`config.mk`:
```
export PLATFORM = sky130hd
export DESIGN_NAME = life_loader
export DESIGN_NICKNAME = d
export VERILOG_FILES = /design/src/rtl/life_loader.sv
export SDC_FILE = /design/constraint.sdc
export NUM_CORES = 1
export LEC_CHECK = 0
export CELL_PAD_IN_SITES_DETAIL_PLACEMENT = 1
export CELL_PAD_IN_SITES_GLOBAL_PLACEMENT = 1
export CORE_UTILIZATION = 40
export CTS_CLUSTER_SIZE = 10
export DETAILED_ROUTE_END_ITERATION = 6
export PLACE_DENSITY_LB_ADDON = 0.1
export SYNTH_ARGS = -nofsm -noshare
export SYNTH_HDL_FRONTEND = slang
export SYNTH_SLANG_ARGS = --single-unit
```
`constraint.sdc`:
```
create_clock -name clk -period 4.55 [get_ports clk]
set_input_delay 0.91 -clock clk [delete_from_list [all_inputs] [get_ports clk]]
set_output_delay 0.91 -clock clk [all_outputs]
set_load 0.01 [all_outputs]
```
`src/rtl/life_loader.sv`:
```
// life_loader: row-serial frame writer for the 10x10 toroidal life core.
//
// Rows arrive one per valid/ready beat and are assembled in a shadow buffer.
// On the final beat the whole frame is copied into grid at once, and load
// pulses for one cycle. The life core therefore only ever sees complete frames.
// A row_last beat ends a short frame, and every row after it is zero-filled.
//
// Ports
//   clk        clock; all state changes on the rising edge
//   reset      asynchronous reset, active low
//   start      starts a new frame; sampled only in IDLE
//   row_valid  row_data and row_last are valid this cycle
//   row_data   row_data[j] is cell (row_idx, j); 1 = alive
//   row_last   this beat is the final row of a short frame
//   row_ready  the loader accepts a row this cycle (FILL)
//   busy       high in FILL or COMMIT
//   load       one-cycle pulse; grid holds a newly committed frame
//   short_fr   sticky; the last committed frame ended early through row_last
//   grid       committed pattern, grid[i][j]
//
// state  | meaning
// IDLE   | waiting for start; grid shows the last committed frame
// FILL   | accepting rows into the shadow buffer
// COMMIT | single cycle after commit; load is high
module life_loader #(
    parameter int N = 10
) (
    input  logic                 clk,
    input  logic                 reset,
    input  logic                 start,
    input  logic                 row_valid,
    input  logic [N-1:0]         row_data,
    input  logic                 row_last,
    output logic                 row_ready,
    output logic                 busy,
    output logic                 load,
    output logic                 short_fr,
    output logic [N-1:0][N-1:0]  grid
);

    typedef enum logic [1:0] {
        IDLE   = 2'd0,
        FILL   = 2'd1,
        COMMIT = 2'd2
    } state_t;

    localparam logic [3:0] LAST_IDX = 4'(N - 1);

    state_t               state;
    state_t               state_nx;
    logic [3:0]           row_idx;
    logic [N-1:0][N-1:0]  shadow;
    logic [N-1:0][N-1:0]  merged;
    logic                 beat;
    logic                 final_beat;

    assign beat       = row_valid && (state == FILL);
    assign final_beat = beat && ((row_idx == LAST_IDX) || row_last);

    // Frame as it will be committed: rows already captured, the current beat's
    // row, and zeros for any rows a short frame never sent.
    always_comb begin
        merged = '0;
        for (int r = 0; r < N; r++) begin
            if (4'(r) == row_idx) begin
                merged[r] = row_data;
            end else if (4'(r) < row_idx) begin
                merged[r] = shadow[r];
            end else begin
                merged[r] = '0;
            end
        end
    end

    always_ff @(posedge clk or negedge reset) begin
        if (!reset) begin
            state <= IDLE;
        end else begin
            state <= state_nx;
        end
    end

    always_comb begin
        state_nx  = state;
        row_ready = 1'b0;
        busy      = 1'b0;
        load      = 1'b0;
        case (state)
            IDLE: begin
                if (start) begin
                    state_nx = FILL;
                end
            end
            FILL: begin
                row_ready = 1'b1;
                busy      = 1'b1;
                if (final_beat) begin
                    state_nx = COMMIT;
                end
            end
            COMMIT: begin
                busy     = 1'b1;
                load     = 1'b1;
                state_nx = IDLE;
            end
            default: begin
                state_nx = IDLE;
            end
        endcase
    end

    always_ff @(posedge clk or negedge reset) begin
        if (!reset) begin
            row_idx  <= '0;
            shadow   <= '0;
            grid     <= '0;
            short_fr <= 1'b0;
        end else begin
            if ((state == IDLE) && start) begin
                row_idx <= '0;
                shadow  <= '0;
            end
            if (beat) begin
                shadow[row_idx] <= row_data;
                if (final_beat) begin
                    grid     <= merged;
                    short_fr <= (row_idx != LAST_IDX);
                end else begin
                    row_idx <= row_idx + 4'd1;
                end
            end
        end
    end

endmodule

```
# Yosys cells after proc, flatten, opt, wreduce, memory -nomap -nowiden
# Cells that the tools add are included.
[classes] add_sub_neg=1 magnitude_cmp=12 n_eq_ne=15 mux=34 n_reduce_logical=10
[ops] op="10-bit 2-to-1 mux" n=21
[ops] op="100-bit 2-to-1 mux" n=2
[ops] op="100-bit bitwise mux" n=1
[ops] op="10-bit demux with 4-bit select" n=1
[ops] op="3-bit by 4-bit equality test with 1-bit output (first input constant)" n=4
[ops] op="3-bit by 4-bit < comparator with 1-bit output (first input constant)" n=4
[ops] op="4-bit 2-to-1 mux" n=3
[ops] op="2-bit by 4-bit equality test with 1-bit output (first input constant)" n=2
[ops] op="4-bit equality test (first input constant)" n=2
[ops] op="1-bit by 4-bit < comparator with 1-bit output (first input constant)" n=2
[ops] op="2-bit by 4-bit < comparator with 1-bit output (first input constant)" n=2
[ops] op="4-bit < comparator (first input constant)" n=2
[ops] op="4-bit by 5-bit < comparator with 1-bit output (second input constant)" n=1
[ops] op="4-bit by 1-bit adder with 4-bit output (second input constant)" n=1
[ops] op="1-bit by 4-bit equality test with 1-bit output (first input constant)" n=1
[ops] op="4-bit equality test (second input constant)" n=1
[ops] op="4-bit by 1-bit greater-or-equal comparator with 1-bit output (second input constant)" n=1
[ops] op="1-bit logical AND" n=4
[ops] op="4-bit zero test" n=1
[ops] op="2-bit 2-to-1 mux" n=2
[ops] op="2-bit inequality test (second input constant)" n=2
[ops] op="4-bit inequality test (second input constant)" n=1
[ops] op="2-bit case mux with 2 select lines" n=1
[ops] op="2-bit AND reduction" n=2
[ops] op="other kinds (6)" n=8
[totals] reg_bits=207 output_inout_bits=104 word_cells=95

# Logic depth before layout (Yosys ltp)
[depth] word_depth=6 depth_mapped=9

# Worst setup path after synthesis
# No wires, ideal clock.
[synth_timing] path_kind="input to register" from="input port row_valid" to="register row_idx[3]" setup_time_ps=118 t_arrival_ps=1970 required_ps=4432 setup_slack_ps=2462 stages=6 cell_sequence="buf_2 nand3b_1 or2_1 buf_2 mux2_4 a21o_1"
[synth_between] elab_chain_cells=4
[synth_lines] item="start, declared" line="31" text="input logic row_valid,"
[synth_lines] item="1-bit logical AND *" line="57" text="assign beat = row_valid && (state == FILL);"
[synth_lines] item="1-bit logical AND" line="58" text="assign final_beat = beat && ((row_idx == LAST_IDX) || row_last);"
[synth_lines] item="4-bit 2-to-1 mux" line="125" text="if (final_beat) begin"
[synth_lines] item="4-bit 2-to-1 mux *" line="123" text="if (beat) begin"
[synth_lines] item="end signal, assigned" line="129" text="row_idx <= row_idx + 4'd1;"
[synth_lines] item="end, declared" line="51" text="logic [3:0] row_idx;"
# Every way passes the cells marked *; elsewhere a longest branch is shown, timed or not.
# A chain may end at the register's enable or synchronous reset.

# Worst setup path after layout
[layout_timing] from="register state[1]" to="output port row_ready"
[layout_between] elab_chain_cells=2
[layout_lines] item="start, declared" line="49" text="state_t state;"
[layout_lines] item="start signal, assigned" line="79" text="state <= state_nx;"
[layout_lines] item="2-bit by 1-bit equality test with 1-bit output" line="88" text="case (state)"
[layout_lines] item="1-bit 2-to-1 mux" line="88"
[layout_lines] item="end, declared" line="34" text="output logic row_ready,"
# No other way between the ends.

==> results.yml <==
outcome:
  status: "finished, final reports clean"
grt:
  overflow: 0
  grt_first_pass_wirelength_mm: 46.9
  grtUsageTotal_pct: 24.9
  grt_max_degree: 113
  grt_antenna_before_repair: 0
  first_global_vias: 8309
sta:
  period_needed_ns: 3.04
  min_period_over_period_pct: 66.8
  setup_ws_ns: 1.51
  drv_slew: 0
  tightest_slew_ns: 0.827
  setup_viol: 0
  rsz0062_at_grt: "false"
  hold_slack_ns: 0.462
  fin_skew_ns: 0.0147
  fmax_mhz: 329
  slew_headroom_pct: 44.7
  final.setup.tns_ns: 0
  finalHoldViolCount: 0
synth:
  yosysSeqAreaShare_pct: 54.5
  synth_area_leaders: "dfrtp_1 54%, nand2_1 14%, o21ai_0 6.8%, nand3_1 5.4%, clkbuf_1 2.6%"
  synth_top_area_share_pct: 54.5
  async_flop_share_pct: 100
  synth_xor_area_share_pct: 0
  yosys.area.top_type: "dfrtp_1"
  synth_top_family_by_area: "simple AND/OR/NAND/NOR gates"
  synth_compound_area_share_pct: 14.2
  yosys.area_share.simple_pct: 22.7
  synth_warnings: 0
  syn-num-nets: 1104
  ys_seq_elements: 207
  synthMuxAreaShare_pct: 2.74
  synthesis.area_um2: 9510
  syn_inst: 1080
  synth_fa_ha_area_share_pct: 1.18
  synth_common_cells: "343 x nand2_1, 207 x dfrtp_1, 130 x o21ai_0"
  synthDistinctLibCells: 36
  avgSynthCellArea_um2: 8.80
  synth.most_common_cell: "nand2_1"
  synth_flop_cell: "dfrtp_1"
  synth-edff-count: 0
routing:
  wl_per_cell_um: 20.0
  num_vias: 7988
  wl_mm: 29.4
  first_pass_iters: 5
  via_per_inst: 5.42
  drtIter0Drc: 514
  drcViolationCount: 0
  ant_nets: 0
place:
  dp_cells: 1441
  hpwl_mm: 18.8
  port_buffers: 118
  pre_cts_ws_ns: 1.74
  dpl_cell_area_um2: 10900
  finalWeightedCongestion: 0.753
power:
  power_leakage_nw: 5.32
  cell_internal_pwr_mw: 3.67
  pwr-share-seq_pct: 41.1
  max-vdd-ir-drop_mv: 0.306
  switchingPower_mw: 1.77
  p_total_mw: 5.44
  p_sw_share_pct: 32.6
  p_comb_share_pct: 26.0
  clock_power_share_pct: 32.8
  p_per_area_nw_per_um2: 470
clocking:
  cts_root_buffer: "clkbuf_16"
  clock_sinks: 207
  cts_buffers: 25
  cts_tree: "yes"
  path_clk_slew_ns: 0.06
  cts_max_path_buffers: 3
  worstSkewPairLatency_ns: 0.52
  htree_levels: 1
  cts_hold_buf: 0
  post_cts_buffers: 0
  cts_resized: 0
final_layout:
  antenna_cells: 0
  register_area_um2: 5180
  drive_gt1_share_pct: 6.14
  filler_cell_count: 2748
  area_delta_synth_final_pct: 21.7
  fin_util_pct: 49.4
  fin_area_um2: 11600
  multi_input_area_um2: 3880
  nets: 1173
  fin_cells: 1475
floorplanning:
  start_util_pct: 40.6
  dieArea_um2: 24400
  die_h_um: 156
  die_x_um: 156
  core_um2: 23400
  io_pins: 119
  placementRows: 56
worst_setup_path:
  crit_arrival_ns: 2.13
  required_ns: 3.64
  r2r_cells: 6
  rr_endpoint: "grid[28]$_DFFE_PN0P_"
  timing.rr.start: "row_idx[0]$_DFF_PN0_"
  startpoint_type: "register"
  end_kind: "output pin"
  reg2reg_slack_ns: 1.86
  critPathKind: "register to output pin"
  worstPathMaxFanout: 10
worst_hold_path:
  min_path_type: "input pin to async pin"
run:
  maxCapViolCount: 0
worst max-delay path, cell delays in order (launching register included):
cell and delay [ns]:
dfrtp_1 0.39, inv_1 0.13, ha_1 0.47, clkdlybuf4s50_1 0.63
cells by family after synthesis:
| family | count (synthesis) |
|---|---|
| AO/OA/AOI/OAI | 229 |
| adder cells (fa/ha/maj) | 9 |
| buffers and inverters | 105 |
| flip-flops | 207 |
| multiplexers | 24 |
| AND/OR/NAND/NOR | 506 |
cell type report:
cell class / count / area share [%]
flip-flops and latches: 207 / 44.8
multi-input cells: 768 / 33.6
repair buffers: 141 / 11.9
inverters: 6 / 0.195
clock buffers: 34 / 6.05
well taps: 319 / 3.45
worst max path at each step:
stage / cells past startpoint / start / end / slack (ns)
floorplan: 6 / row_valid / row_idx[3]$_DFF_PN0_ / 2.46
global placement: 6 / row_valid / shadow[25]$_DFF_PN0_ / 1.78
global route: 3 / state[1]$_DFFE_PN0P_ / row_ready / 1.40
finish: 3 / state[1]$_DFFE_PN0P_ / row_ready / 1.51
CTS: 3 / state[1]$_DFFE_PN0P_ / row_ready / 1.50
detailed placement: 6 / row_valid / shadow[15]$_DFF_PN0_ / 1.74
power groups by stage:
stage	clock network [mW]	registers, mW	logic, mW
floorplan	0	2.26	0.806
global placement	0	2.26	1.40
detailed placement	0	2.27	1.43
finish	1.79	2.24	1.42
CTS	1.83	2.24	1.43
global route	1.89	2.26	1.56
per-layer routing:
layer	part of all wire, %	up-vias	GRT usage (%)
met4	2.4	0	7.14
met2	48	178	41.9
li1	-	3759	-
met1	45	4001	34.1
met5	0	-	0
met3	3.8	50	2.61
cell usage in the layout, fill, tap and decap left out, drive strengths merged:
cell type / netlist / layout
o31a: 10 / 10
clkbuf: 67 / 35
inv: 6 / 6
ha: 9 / 9
buf: 32 / 23
o21ai: 132 / 132
and2: 13 / 13
nor2: 12 / 12
a31oi: 23 / 23
o21a: 10 / 10
nor2b: 14 / 14
or2: 2 / 2
a21o: 2 / 2
and4b: 2 / 2
clkdlybuf4s50: 0 / 117
nand2b: 2 / 2
and4bb: 1 / 1
nand3b: 1 / 1
mux2: 13 / 13
a22o: 11 / 11
dfrtp: 207 / 207
a22oi: 20 / 20
nand3: 102 / 102
nor3: 11 / 11
a21oi: 20 / 20
nor4bb: 1 / 1
nand2: 343 / 343
o211ai: 1 / 1
mux2i: 11 / 11
or3: 1 / 1
nor3b: 1 / 1
flip-flops by register name, summed over array words and instances, names as in the netlist:
name	flops
row_idx	4
grid	100
state	2
short_fr	1
shadow	100
(Power assumes the default switching activity.)
